--- src/rtl/uart_packet_parser.sv ---
// uart_packet_parser: frames the UART byte stream (SYNC, CMD, LEN_H, LEN_L,
// payload, CHK) and streams payload bytes out through a first-word-fall-through
// FIFO. Each frame closes with a one-cycle pkt_done or pkt_err pulse.
//
// state     | meaning
// ----------+-----------------------------------------------
// S_IDLE    | hunting for SYNC_BYTE, other bytes dropped
// S_CMD     | next byte is the command
// S_LEN_H   | next byte is length high byte
// S_LEN_L   | next byte is length low byte, length checked
// S_PAYLOAD | payload bytes pushed into the FIFO
// S_CHK     | next byte is the XOR checksum
module uart_packet_parser #(
  parameter logic [7:0] SYNC_BYTE      = 8'hA5,
  parameter int         MAX_LEN        = 1024,
  parameter int         FIFO_DEPTH     = 16,
  parameter int         TIMEOUT_CYCLES = 50000
) (
  input  logic        clk,
  input  logic        reset_n,
  input  logic [7:0]  rx_data,
  input  logic        rx_valid,
  output logic [7:0]  m_data,
  output logic        m_valid,
  input  logic        m_ready,
  output logic [7:0]  cmd,
  output logic [15:0] pkt_len,
  output logic        busy,
  output logic        pkt_done,
  output logic        pkt_err,
  output logic [2:0]  err_code
);

  localparam int AW = $clog2(FIFO_DEPTH);
  localparam int TW = $clog2(TIMEOUT_CYCLES);
  localparam logic [TW-1:0] TIMER_LOAD = TW'(TIMEOUT_CYCLES - 1);
  localparam logic [16:0]   MAX_LEN_W  = 17'(MAX_LEN);

  typedef enum logic [2:0] {
    S_IDLE, S_CMD, S_LEN_H, S_LEN_L, S_PAYLOAD, S_CHK
  } state_t;

  state_t        state, state_nxt;
  logic [7:0]    acc;
  logic [15:0]   remaining;
  logic [TW-1:0] timer;
  logic          ovf;
  logic          done_set, err_set;
  logic [2:0]    err_nxt;
  logic          timeout;
  logic          push_en;
  logic [15:0]   len_full;

  logic [7:0]    mem [FIFO_DEPTH];
  logic [AW:0]   wr_ptr, rd_ptr;
  logic          full, empty, do_push, do_pop;

  assign len_full = {pkt_len[15:8], rx_data};
  // The timer is a down-counter reloaded by every strobe; reaching zero with no
  // strobe on the edge means TIMEOUT_CYCLES idle clocks have elapsed.
  assign timeout  = (state != S_IDLE) && !rx_valid && (timer == '0);

  // State register.
  always_ff @(posedge clk or negedge reset_n) begin
    if (!reset_n) state <= S_IDLE;
    else          state <= state_nxt;
  end

  // Next-state decode plus the end-of-frame verdict.
  always_comb begin
    state_nxt = state;
    done_set  = 1'b0;
    err_set   = 1'b0;
    err_nxt   = err_code;
    if (timeout) begin
      state_nxt = S_IDLE;
      err_set   = 1'b1;
      err_nxt   = 3'd3;
    end else if (rx_valid) begin
      case (state)
        S_IDLE:    if (rx_data == SYNC_BYTE) state_nxt = S_CMD;
        S_CMD:     state_nxt = S_LEN_H;
        S_LEN_H:   state_nxt = S_LEN_L;
        S_LEN_L: begin
          if ({1'b0, len_full} > MAX_LEN_W) begin
            state_nxt = S_IDLE;
            err_set   = 1'b1;
            err_nxt   = 3'd2;
          end else if (len_full == 16'd0) begin
            state_nxt = S_CHK;
          end else begin
            state_nxt = S_PAYLOAD;
          end
        end
        S_PAYLOAD: if (remaining == 16'd1) state_nxt = S_CHK;
        S_CHK: begin
          state_nxt = S_IDLE;
          if (ovf) begin
            err_set = 1'b1;
            err_nxt = 3'd4;
          end else if (rx_data != acc) begin
            err_set = 1'b1;
            err_nxt = 3'd1;
          end else begin
            done_set = 1'b1;
          end
        end
        default:   state_nxt = S_IDLE;
      endcase
    end
  end

  // State-derived outputs.
  always_comb begin
    busy    = (state != S_IDLE);
    push_en = rx_valid && (state == S_PAYLOAD);
  end

  // Frame fields, checksum, counters and result pulses.
  always_ff @(posedge clk or negedge reset_n) begin
    if (!reset_n) begin
      cmd       <= 8'h00;
      pkt_len   <= 16'h0000;
      acc       <= 8'h00;
      remaining <= 16'h0000;
      timer     <= '0;
      ovf       <= 1'b0;
      pkt_done  <= 1'b0;
      pkt_err   <= 1'b0;
      err_code  <= 3'd0;
    end else begin
      pkt_done <= done_set;
      pkt_err  <= err_set;
      if (err_set) err_code <= err_nxt;
      if (rx_valid)
        timer <= TIMER_LOAD;
      else if (state != S_IDLE && timer != '0)
        timer <= timer - 1'b1;
      if (rx_valid) begin
        case (state)
          S_IDLE: if (rx_data == SYNC_BYTE) begin
            acc <= 8'h00;
            ovf <= 1'b0;
          end
          S_CMD: begin
            cmd <= rx_data;
            acc <= acc ^ rx_data;
          end
          S_LEN_H: begin
            pkt_len[15:8] <= rx_data;
            acc           <= acc ^ rx_data;
          end
          S_LEN_L: begin
            pkt_len[7:0] <= rx_data;
            acc          <= acc ^ rx_data;
            remaining    <= len_full;
          end
          S_PAYLOAD: begin
            acc       <= acc ^ rx_data;
            remaining <= remaining - 16'd1;
            if (full && !do_pop) ovf <= 1'b1;
          end
          S_CHK:   ovf <= 1'b0;
          default: ;
        endcase
      end
    end
  end

  assign empty   = (wr_ptr == rd_ptr);
  assign full    = (wr_ptr[AW] != rd_ptr[AW]) && (wr_ptr[AW-1:0] == rd_ptr[AW-1:0]);
  assign m_valid = !empty;
  assign m_data  = empty ? 8'h00 : mem[rd_ptr[AW-1:0]];
  assign do_pop  = m_valid && m_ready;
  // A pop on the same edge frees the slot the full FIFO would otherwise refuse.
  assign do_push = push_en && (!full || do_pop);

  // FIFO pointers.
  always_ff @(posedge clk or negedge reset_n) begin
    if (!reset_n) begin
      wr_ptr <= '0;
      rd_ptr <= '0;
    end else begin
      if (do_push) wr_ptr <= wr_ptr + 1'b1;
      if (do_pop)  rd_ptr <= rd_ptr + 1'b1;
    end
  end

  // FIFO storage; contents are don't-care until the write pointer covers them.
  always_ff @(posedge clk) begin
    if (do_push) mem[wr_ptr[AW-1:0]] <= rx_data;
  end

endmodule

--- config.mk ---
export PLATFORM = sky130hd
export DESIGN_NAME = uart_packet_parser
export DESIGN_NICKNAME = d
export VERILOG_FILES = /design/src/rtl/uart_packet_parser.sv
export SDC_FILE = /design/constraint.sdc
export NUM_CORES = 1
export LEC_CHECK = 0
export CAP_MARGIN = 25
export CORE_UTILIZATION = 30
export CTS_BUF_LIST = sky130_fd_sc_hd__clkbuf_4
export CTS_CLUSTER_DIAMETER = 80
export DETAILED_ROUTE_END_ITERATION = 10
export PLACE_DENSITY = 0.57
export SYNTH_ARGS = -nofsm -noshare
export SYNTH_HDL_FRONTEND = slang
export SYNTH_SLANG_ARGS = --single-unit
--- constraint.sdc ---
create_clock -name clk -period 5.78 [get_ports clk]
set_input_delay 1.156 -clock clk [delete_from_list [all_inputs] [get_ports clk]]
set_output_delay 1.156 -clock clk [all_outputs]
set_load 0.01 [all_outputs]
==> metrics.md, run 1 <==
| Metric | Value |
|---|---|
| Status | finished clean |
| Wire per inst | roughly 19 um |
| IO Port Bufs | 50 |
| Crit end category | output pin |
| First-pass GRT wire length | between 30000 and 40000 um |
| CP arrival | ~3.5 ns |
| Crit-path cells | buf_4 -> mux4_2 -> mux4_2 -> nor2b_1 -> clkdlybuf4s50_1 |
| PD cells | between 400 and 500 nW/um2 |
| Skew final | 0.0639 ns |
| Worst Path Required | approximately 4.6 ns |
| Synth top area cells | edfxtp_1 41%, dfrtp_1 22%, mux4_2 9.6% |
| Ys flop type | edfxtp_1 |
| Post-CTS setup buffers | 0 |
| FF+latch count, synth | 211 |
| Worst min-delay path class | in2async |
| Antenna viol nets, final | 0 |
| Post-layout nets | roughly 760 |
| Setup CP Type | reg2out |
| CTS resizes | 0 |
| Vias in the first global route | 5988 |
| Worst vdd ir | 0.216 mV |
| Total Die Area | approximately 32000 um2 |
| Final hold vios | 0 |
| Root Buffer | clkbuf_4 |
| Total grt overflow | 0 |
| CP startpoint kind | register |
| Netlist cell types | 65 |
| 1st-pass router iterations | 5 |
| Drt drc | 0 |
| Clk_lat worst skew | between 0.7 and 0.8 ns |
| Top Ports | between 50 and 60 |
| Slew headroom | 34.3% |
| Clock buffer count from CTS | 56 |
| Iteration-0 DRC Markers | ~530 |
| GPL Wtd Cong | around 0.76 |
| Fmax | between 200 and 250 MHz |
| Most frequent cells in the layout | 128 x edfxtp_1, 82 x dfrtp_1, 79 x clkbuf_4, 61 x nand2_1, 49 x clkdlybuf4s50_1 |
| Crit path top cell by count | mux4_2 |
| CTS tree | built |
| Clock transition at path regs | about 0.07 ns |
| Mapped Area | 9360 um2 |
| Cells after Synth | about 640 |
| Initial Util | 30.5% |
| Final wirelength | around 23000 um |
| Final setup fails | 0 |
| Period utilization | between 80% and 90% |
| Core ar. | a little over 30000 um2 |
| Most common cell after layout, fill and taps aside | edfxtp_1 |
| Hold-fix buffers, CTS | 0 |
| Post-synth EDFFs | about 130 |
| GRT Util Overall | between 15 and 20% |
| Number of fill cells | 2976 |
| Finished Cell Area | around 11000 um2 |
| Register area share after synthesis | a little over three fifths |
| Area post-placement | a little over 10000 um2 |
| Syn_nets | between 600 and 700 |
| Die H | between 150 and 200 um |
| Layout cells sized above 1 | between 20 and 25% |
| Warning count from the yosys run | 0 |
| Post-layout min period | about 4.6 ns |
| Die Wd | ~180 um |
| Max-cap violations | 0 |
| H-tree Lvls | 2 |
| Clock Path Buffers | 3 |
| Leakage Power | 4.03 nW |
| Crit-path slowest cell | mux4_2 |
| Pins Over Slew Limit | 0 |
| Critical Path Max Stage Delay | just under 0.6 ns |
| Initial antenna violation count | 1 |
| Count of clock tree sinks | between 200 and 250 |
| Async SR Flop Fraction | a little under 40% |
| Share of the synthesized area in the top cell type | between 40% and 50% |
| Largest net degree at the start of global routing | 46 |
| Placement Rows | between 60 and 70 |
| Synth area leader | edfxtp_1 |
| Post-route setup TNS | 0 ns |
| Slew @ Worst Pin | 0.984 ns |
| Routed vias | 5788 |
| Syn_area_per_cell | ~15 um2 |
| RSZ-0062 raised after global routing | no |
| Via density | ~4.9 |
| P&R area growth vs syn | 18.8% |
| Dpl hpwl | 14300 um |
| CP Max Fanout | 27 |
cell usage after synthesis, types with 3 or more instances:
cell,instances
edfxtp_1,128
dfrtp_1,83
nand2_1,61
mux4_2,40
nor2_1,31
xor2_1,21
clkbuf_1,20
o21ai_1,17
xnor2_1,14
a21oi_1,13
nand3_1,13
nor3_1,13
o21ai_0,12
nor3b_1,11
nand2b_1,10
ha_1,9
inv_1,9
mux2_2,9
nor2b_1,9
mux2_1,8
nand4_1,8
a21o_1,6
a22oi_1,5
and4_1,5
and4b_1,5
buf_2,5
nor4_1,5
nand3b_1,4
o22ai_1,4
or3_1,4
a2bb2oi_1,3
a32oi_1,3
buf_6,3
nor3_2,3
nor3b_2,3
o211ai_1,3
o2bb2ai_1,3
or4_1,3
final timing paths:
check	end	cells past startpoint	slack, ns	start
worst min register to register	err_code[1]	2	0.48	err_code[1]
worst min-delay path	pkt_len[6]	1	0.43	reset_n
worst max-delay path	m_data[2]	5	1.15	rd_ptr[0]
min in group clk	err_code[1]	2	0.48	err_code[1]
worst max register to register	mem[7][4]	6	2.68	rd_ptr[2]
max in group asynchronous	cmd[5]	2	4.33	reset_n
through the flow:
stage / cells / hold slack, ns / setup slack, ns / power (W) / utilization [%]
after floorplan: 642 / 0.456 / 2.78 / 0.00312 / -
after CTS: 1178 / 0.373 / 1.02 / 0.00506 / 36.1
after global placement: 1071 / 0.461 / 1.74 / 0.00370 / 33.7
final: 1182 / 0.430 / 1.15 / 0.00498 / 36.3
after detailed placement: 1073 / 0.465 / 1.72 / 0.00371 / 33.8
after global routing: 1182 / 0.423 / 0.910 / 0.00530 / 36.3
layout make-up:
cell class,count,area [um2],area share (%)
flip-flops and latches,211,5920,53.3
inverters,11,41.3,0.371
multi-input cells,389,3280,29.5
diodes,1,2.50,0.0225
clock inverters,26,138,1.24
repair buffers,69,651,5.85
well taps,396,495,4.46
clock buffers,79,593,5.33
flip-flops by register name (all words and copies together), names as in the netlist:
| register | count |
|---|---|
| state | 3 |
| timer | 16 |
| err_code | 3 |
| rd_ptr | 5 |
| acc | 8 |
| cmd | 8 |
| remaining | 16 |
| pkt_done | 1 |
| mem | 128 |
| pkt_len | 16 |
| wr_ptr | 5 |
| pkt_err | 1 |
| ovf | 1 |
power breakdown:
group / leakage [nW] / switching [W] / internal [W] / total (W)
sequential: 2.15 / 0.000271 / 0.00181 / 0.00208
combinational: 1.45 / 0.000697 / 0.000885 / 0.00158
clock: 0.432 / 0.000637 / 0.000683 / 0.00132
total: 4.03 / 0.00160 / 0.00338 / 0.00498
kinds of logic (layout without fill, tap and decap cells):
| family | count (synthesis) | after routing | synth area share (%) |
|---|---|---|---|
| flops | 211 | 211 | 63.3 |
| simple gates | 203 | 203 | 12.6 |
| compound gates | 83 | 83 | 5.78 |
| mux | 59 | 59 | 11.9 |
| buf+inv | 42 | 185 | 2.03 |
| xor+xnor | 35 | 35 | 3.28 |
| fa+ha+maj | 9 | 9 | 1.20 |
| other cells | 0 | 1 | 0 |
worst max-delay path, delay by kind of cell (launching register included):
kind	cells	cell delay, ns
AND/OR/NAND/NOR	1	0.17
multiplexers	2	1.03
flip-flops	1	0.54
buffers and inverters	2	1.01
per-layer routing:
| metal | global-route usage (%) | share of wire (%) | routed length (um) | vias to the layer above |
|---|---|---|---|---|
| met3 | 3.54 | 5.7 | 1320 | 38 |
| met4 | 4.48 | 1.5 | 344 | 0 |
| li1 | - | - | - | 2700 |
| met2 | 24.3 | 47 | 10900 | 178 |
| met1 | 20.0 | 45 | 10400 | 2872 |
| met5 | 0 | 0 | 0 | - |
(Power assumes the default switching activity.)
==> run 2, diff against run 1 <==
Settings changed: PLACE_DENSITY 0.57 to 0.58.
Clock period 5.78 ns to 4.1 ns, I/O delays scaled along.
==> run 2 against run 1 <==
  * Core utilization increased by 0.33 points
  * Power increased by 44%
  * Largest power group unchanged
  * Non-clock buffer count increased by 9
==> metrics.md, run 2 (synthesis gave the netlist of run 1 again) <==
| Metric | Value |
|---|---|
| Root Buffer | clkbuf_4 (unchanged) |
| Skew final | 0.0801 ns (was 0.0639 ns) |
| Worst vdd ir | 0.264 mV (was 0.216 mV) |
| Final hold vios | 0 (unchanged) |
| Slew headroom | 39.0% (was 34.3%) |
| Layout cells sized above 1 | 24.2% (was 21.9%) |
| Total Die Area | 31900 um2 (unchanged) |
| GPL Wtd Cong | 0.767 (was 0.757) |
| Placement Rows | 64 (unchanged) |
| RSZ-0062 raised after global routing | no (unchanged) |
| Status | finished clean (unchanged) |
| Drt drc | 0 (unchanged) |
| IO Port Bufs | 50 (unchanged) |
| Clock Path Buffers | 3 (unchanged) |
| Top Ports | 51 (unchanged) |
| Post-layout min period | approximately 3.8 ns |
| Most common cell after layout, fill and taps aside | edfxtp_1 (unchanged) |
| CP arrival | 3.01 ns (was 3.48 ns) |
| R2r setup slk | 1.46 ns (was 2.68 ns) |
| GRT Util Overall | 14.6% (was 15.0%) |
| CP Max Fanout | 23 (was 27) |
| Setup CP Type | reg2out (unchanged) |
| Hold WS | 0.262 ns (was 0.430 ns) |
| CTS tree | built (unchanged) |
| CP startpoint kind | register (unchanged) |
| Max-cap violations | 0 (unchanged) |
| Post-layout nets | 768 (was 759) |
| Core Util, Final | 36.6% (was 36.3%) |
| Final Power | 0.00718 W (was 0.00498 W) |
| Final wirelength | 22400 um (was 22900 um) |
| Worst min-delay path class | in2async (unchanged) |
| Largest net degree at the start of global routing | 69 (was 46) |
| Vias in the first global route | 5940 (was 5988) |
| Iteration-0 DRC Markers | 323 (was 534) |
| Die H | 179 um (unchanged) |
| Dpl hpwl | 14400 um (was 14300 um) |
| Die Wd | 179 um (unchanged) |
| Crit end category | output pin (unchanged) |
| First-pass GRT wire length | 34900 um (was 35500 um) |
| H-tree Lvls | 2 (unchanged) |
| Worst Path Required | 3.28 ns (was 4.62 ns) |
| Clock transition at path regs | 0.07 ns (about the same) |
| Clk_lat worst skew | 0.71 ns (was 0.72 ns) |
| P&R area growth vs syn | 19.9% (was 18.8%) |
| Wire per inst | 18.8 um (was 19.4 um) |
| Total grt overflow | 0 (unchanged) |
| Via density | 4.91 (was 4.90) |
| Initial Util | 30.5% (unchanged) |
| Count of clock tree sinks | 211 (unchanged) |
| Slew @ Worst Pin | 0.915 ns (was 0.984 ns) |
| Most frequent cells in the layout | 128 x edfxtp_1, 89 x clkbuf_4, 82 x dfrtp_1, 61 x nand2_1, 49 x clkdlybuf4s50_1 (was 128 x edfxtp_1, 82 x dfrtp_1, 79 x clkbuf_4, 61 x nand2_1, 49 x clkdlybuf4s50_1) |
| Initial antenna violation count | 1 (unchanged) |
| Post-route setup TNS | 0 ns (unchanged) |
| PD cells | 640 nW/um2 (was 448 nW/um2) |
| Final setup fails | 0 (unchanged) |
| Fmax | ~260 MHz |
| Antenna viol nets, final | 0 (unchanged) |
| Core ar. | 30700 um2 (unchanged) |
| Pins Over Slew Limit | 0 (unchanged) |
| 1st-pass router iterations | 5 (unchanged) |
| Leakage Power | 4.10 nW (was 4.03 nW) |
| Clock buffer count from CTS | 56 (unchanged) |
| Routed vias | 5850 (was 5788) |
| Period utilization | about 94% |
| Number of flip-flops under the largest register name | 128 (unchanged) |
run 2: changes by cell type in the layout (fill, tap and decap cells not counted), moves of 3 or more:
cell / before / now
clkinv_1: 19 / 5
clkbuf_4: 79 / 89
buf_4: 16 / 25
buf_12: 0 / 3
buf_2: 3 / 0
clkinv_2: 3 / 6
run 2: repair_timing:
item,4_1_cts,5_1_grt
setup buffers,1,0
hold buffers,0,0
endpoints found under the setup margin,7,0
gates resized for setup,1,0
run 2: power by group:
group          internal, W  switching, W  leakage [nW]
Clock             0.000996      0.000910         0.456
Sequential         0.00255      0.000321          2.15
Combinational      0.00131       0.00109          1.50
Total              0.00486       0.00232          4.10
run 2: area by class of cell:
class	count	area, um2
fillers	2967	19400
flip-flops and latches	211	5920
multi-input cells	389	3250
repair buffers	78	749
clock buffers	89	668
well taps	396	495
clock inverters	14	82.6
inverters	11	41.3
diodes	3	7.51
run 2: path summary, 6_finish.rpt:
kind                            start         end  cells after the start
min                           reset_n    timer[6]                      1
max in group asynchronous     reset_n    timer[9]                      2
max                         rd_ptr[0]   m_data[5]                      5
min in group clk           pkt_len[2]  pkt_len[2]                      2
min reg2reg                pkt_len[2]  pkt_len[2]                      2
max reg2reg                 rd_ptr[1]   mem[5][7]                      7
run 2: per-stage QoR:
step                      area (um2)  cells  setup slack [ns]
final                          11200   1191             0.265
after global routing           11200   1191             0.120
after CTS                      11200   1188             0.192
after detailed placement       10400   1084             0.672
after global placement         10400   1083             0.686
after floorplan                 9360    642              1.43
run 2: worst max-delay path: stages (launching register included):
cell and delay (ns):
dfrtp_4 0.44, buf_12 0.21, mux4_2 0.53, mux4_2 0.48, nor2b_1 0.15, clkdlybuf4s50_1 0.48
run 2: per-layer routing:
layer	part of all wire [%]	GRT usage, %
met1	46	20.2
met2	46	22.8
met3	5.8	3.18
met4	1.9	4.48
met5	0	0
==> run 3, diff against run 2 <==
Settings changed: CELL_PAD_IN_SITES_DETAIL_PLACEMENT set to 2, CELL_PAD_IN_SITES_GLOBAL_PLACEMENT set to 2, PLACE_DENSITY 0.58 to 0.72.
==> run 3 against run 2 <==
  * Sequential power rose by 2%
  * Global-route usage rose by 3.2 points
  * Routed wire length rose by 23%
  * Via count rose by 4.5%
  * Hold slack improved by 0.22 ns
  * Die area did not move
  * Critical endpoint is now m_data[6]
==> metrics.md, run 3 (synthesis gave the netlist of run 1 again) <==
| Metric | Value |
|---|---|
| CP startpoint kind | register (unchanged) |
| Clock Path Buffers | 3 (unchanged) |
| Leakage Power | 4.12 nW (was 4.10 nW) |
| Clock transition at path regs | 0.07 ns (about the same) |
| Worst setup path end | m_data[6] (was m_data[5]) |
| Most common cell after layout, fill and taps aside | edfxtp_1 (unchanged) |
| Crit end category | output pin (unchanged) |
| CTS tree | built (unchanged) |
| P&R area growth vs syn | 20.4% (was 19.9%) |
| Beginning of the critical path | rd_ptr[1] (was rd_ptr[0]) |
| Status | finished clean (unchanged) |
| Wire per inst | 22.9 um (was 18.8 um) |
| Top Ports | 51 (unchanged) |
| Hold WS | 0.483 ns (was 0.262 ns) |
| Slew @ Worst Pin | 1.00 ns (was 0.915 ns) |
| Dpl hpwl | 18300 um (was 14400 um) |
| Pins Over Slew Limit | 0 (unchanged) |
| Post-layout min period | 3.95 ns (was 3.83 ns) |
| Placement Rows | 64 (unchanged) |
| Antenna viol nets, final | 0 (unchanged) |
| Post-layout nets | 774 (was 768) |
| Total Die Area | 31900 um2 (unchanged) |
| Initial Util | 30.5% (unchanged) |
| Worst min-delay path class | reg2reg (was in2async) |
| Period utilization | 96.4% (was 93.5%) |
| Critical Path Max Stage Delay | 0.49 ns (was 0.53 ns) |
| Routed vias | 6115 (was 5850) |
| Largest net degree at the start of global routing | 74 (was 69) |
| Die Wd | 179 um (unchanged) |
| H-tree Lvls | 2 (unchanged) |
| Most frequent cells in the layout | 128 x edfxtp_1, 91 x clkbuf_4, 82 x dfrtp_1, 61 x nand2_1, 49 x clkdlybuf4s50_1 (was 128 x edfxtp_1, 89 x clkbuf_4, 82 x dfrtp_1, 61 x nand2_1, 49 x clkdlybuf4s50_1) |
| Crit-path slowest cell | mux4_2 (unchanged) |
| Worst Path Required | 3.28 ns (about the same) |
| Drt drc | 0 (unchanged) |
| Fin cells | 1198 (was 1191) |
| Worst vdd ir | 0.214 mV (was 0.264 mV) |
| Clock buffer count from CTS | 59 (was 56) |
| Initial antenna violation count | 1 (unchanged) |
| Vias in the first global route | 6877 (was 5940) |
| Count of clock tree sinks | 211 (unchanged) |
| GPL Wtd Cong | 0.741 (was 0.767) |
| Number of flip-flops under the largest register name | 128 (unchanged) |
| First-pass GRT wire length | 41800 um (was 34900 um) |
| Crit path top cell by count | mux4_2 (unchanged) |
| Final wirelength | 27500 um (was 22400 um) |
| Slew headroom | 32.6% (was 39.0%) |
| 1st-pass router iterations | 4 (was 5) |
| Placed cells | 1083 (was 1084) |
| Crit-path cells | buf_4 -> mux4_2 -> mux4_2 -> nor2b_1 -> clkdlybuf4s50_1 (was buf_12 -> mux4_2 -> mux4_2 -> nor2b_1 -> clkdlybuf4s50_1) |
| RSZ-0062 raised after global routing | no (unchanged) |
| Worst Reg-to-Reg Cells | 6 (was 7) |
| Layout cells sized above 1 | 24.1% (was 24.2%) |
| Via density | 5.10 (was 4.91) |
| Setup CP Type | reg2out (unchanged) |
| Die H | 179 um (unchanged) |
| Post-route setup TNS | 0 ns (unchanged) |
| Total grt overflow | 0 (unchanged) |
| R2r setup slk | 1.10 ns (was 1.46 ns) |
| IO Port Bufs | 50 (unchanged) |
| Final setup fails | 0 (unchanged) |
| Worst r2r src | rd_ptr[2] (was rd_ptr[1]) |
| PD cells | 651 nW/um2 (was 640 nW/um2) |
| Fmax | 253 MHz (was 261 MHz) |
| Clk_lat worst skew | 0.74 ns (was 0.71 ns) |
| Final hold vios | 0 (unchanged) |
| CP Max Fanout | 36 (was 23) |
| Core ar. | 30700 um2 (unchanged) |
| Max-cap violations | 0 (unchanged) |
| Root Buffer | clkbuf_4 (unchanged) |
| CP arrival | 3.13 ns (was 3.01 ns) |
| Reg2Reg Capture Point | mem[5][7] (unchanged) |
| Iteration-0 DRC Markers | 352 (was 323) |
| GRT Util Overall | 17.8% (was 14.6%) |
| Skew final | 0.0743 ns (was 0.0801 ns) |
## run 3: worst max-delay path: cells and delay by family (launching register included)
family / cells / cell delay [ns]
buffers and inverters: 2 / 0.94
DFF: 1 / 0.34
muxes: 2 / 0.95
and+or+nand+nor: 1 / 0.15
## run 3: area by class of cell
class | instances | area [um2]
diodes | 1 | 2.50
clock buffers | 91 | 683
clock inverters | 18 | 90.1
fillers | 3110 | 19400
inverters | 11 | 41.3
multi-input cells | 389 | 3260
flip-flops and latches | 211 | 5920
well taps | 396 | 495
repair buffers | 81 | 769
## run 3: metal layers
layer	part of all wire (%)	vias up	global-route usage, %
met3	4.4	41	3.54
li1	-	2725	-
met5	0	-	0
met1	41	3215	21.5
met4	2.0	0	5.51
met2	52	134	31.8
## run 3: stage by stage
step                utilization, %  area [um2]  setup WS (ns)  total power (W)
floorplan                        -        9360           1.43          0.00439
global placement              34.0       10400          0.768          0.00528
detailed placement            34.0       10400          0.679          0.00541
CTS                           36.6       11200         0.0874          0.00745
global route                  36.7       11300        0.00782          0.00776
finish                        36.7       11300          0.147          0.00733
## run 3: worst min-delay path by stage
stage / from / endpoint / slack (ns) / cells after the start
6_report: pkt_len[4] / pkt_len[4] / 0.48 / 2
5_1_grt: reset_n / timer[2] / 0.47 / 2
4_1_cts: reset_n / pkt_len[4] / 0.27 / 1
3_5_place_dp: pkt_len[4] / pkt_len[4] / 0.47 / 2
3_3_place_gp: pkt_len[0] / pkt_len[0] / 0.47 / 2
2_1_floorplan: remaining[6] / remaining[6] / 0.46 / 2
## run 3: repair_timing
action | CTS | global route
setup buffers | 3 | 0
hold buffers | 0 | 1
endpoints found under the hold margin | 0 | 7
setup endpoints to repair | 8 | 0
resized for setup | 1 | 0
## run 3: power by group
group / leakage (nW) / switching [W] / total (W) / internal, W
Combinational: 1.51 / 0.00113 / 0.00244 / 0.00131
Sequential: 2.15 / 0.000374 / 0.00293 / 0.00255
Clock: 0.464 / 0.000949 / 0.00197 / 0.00102
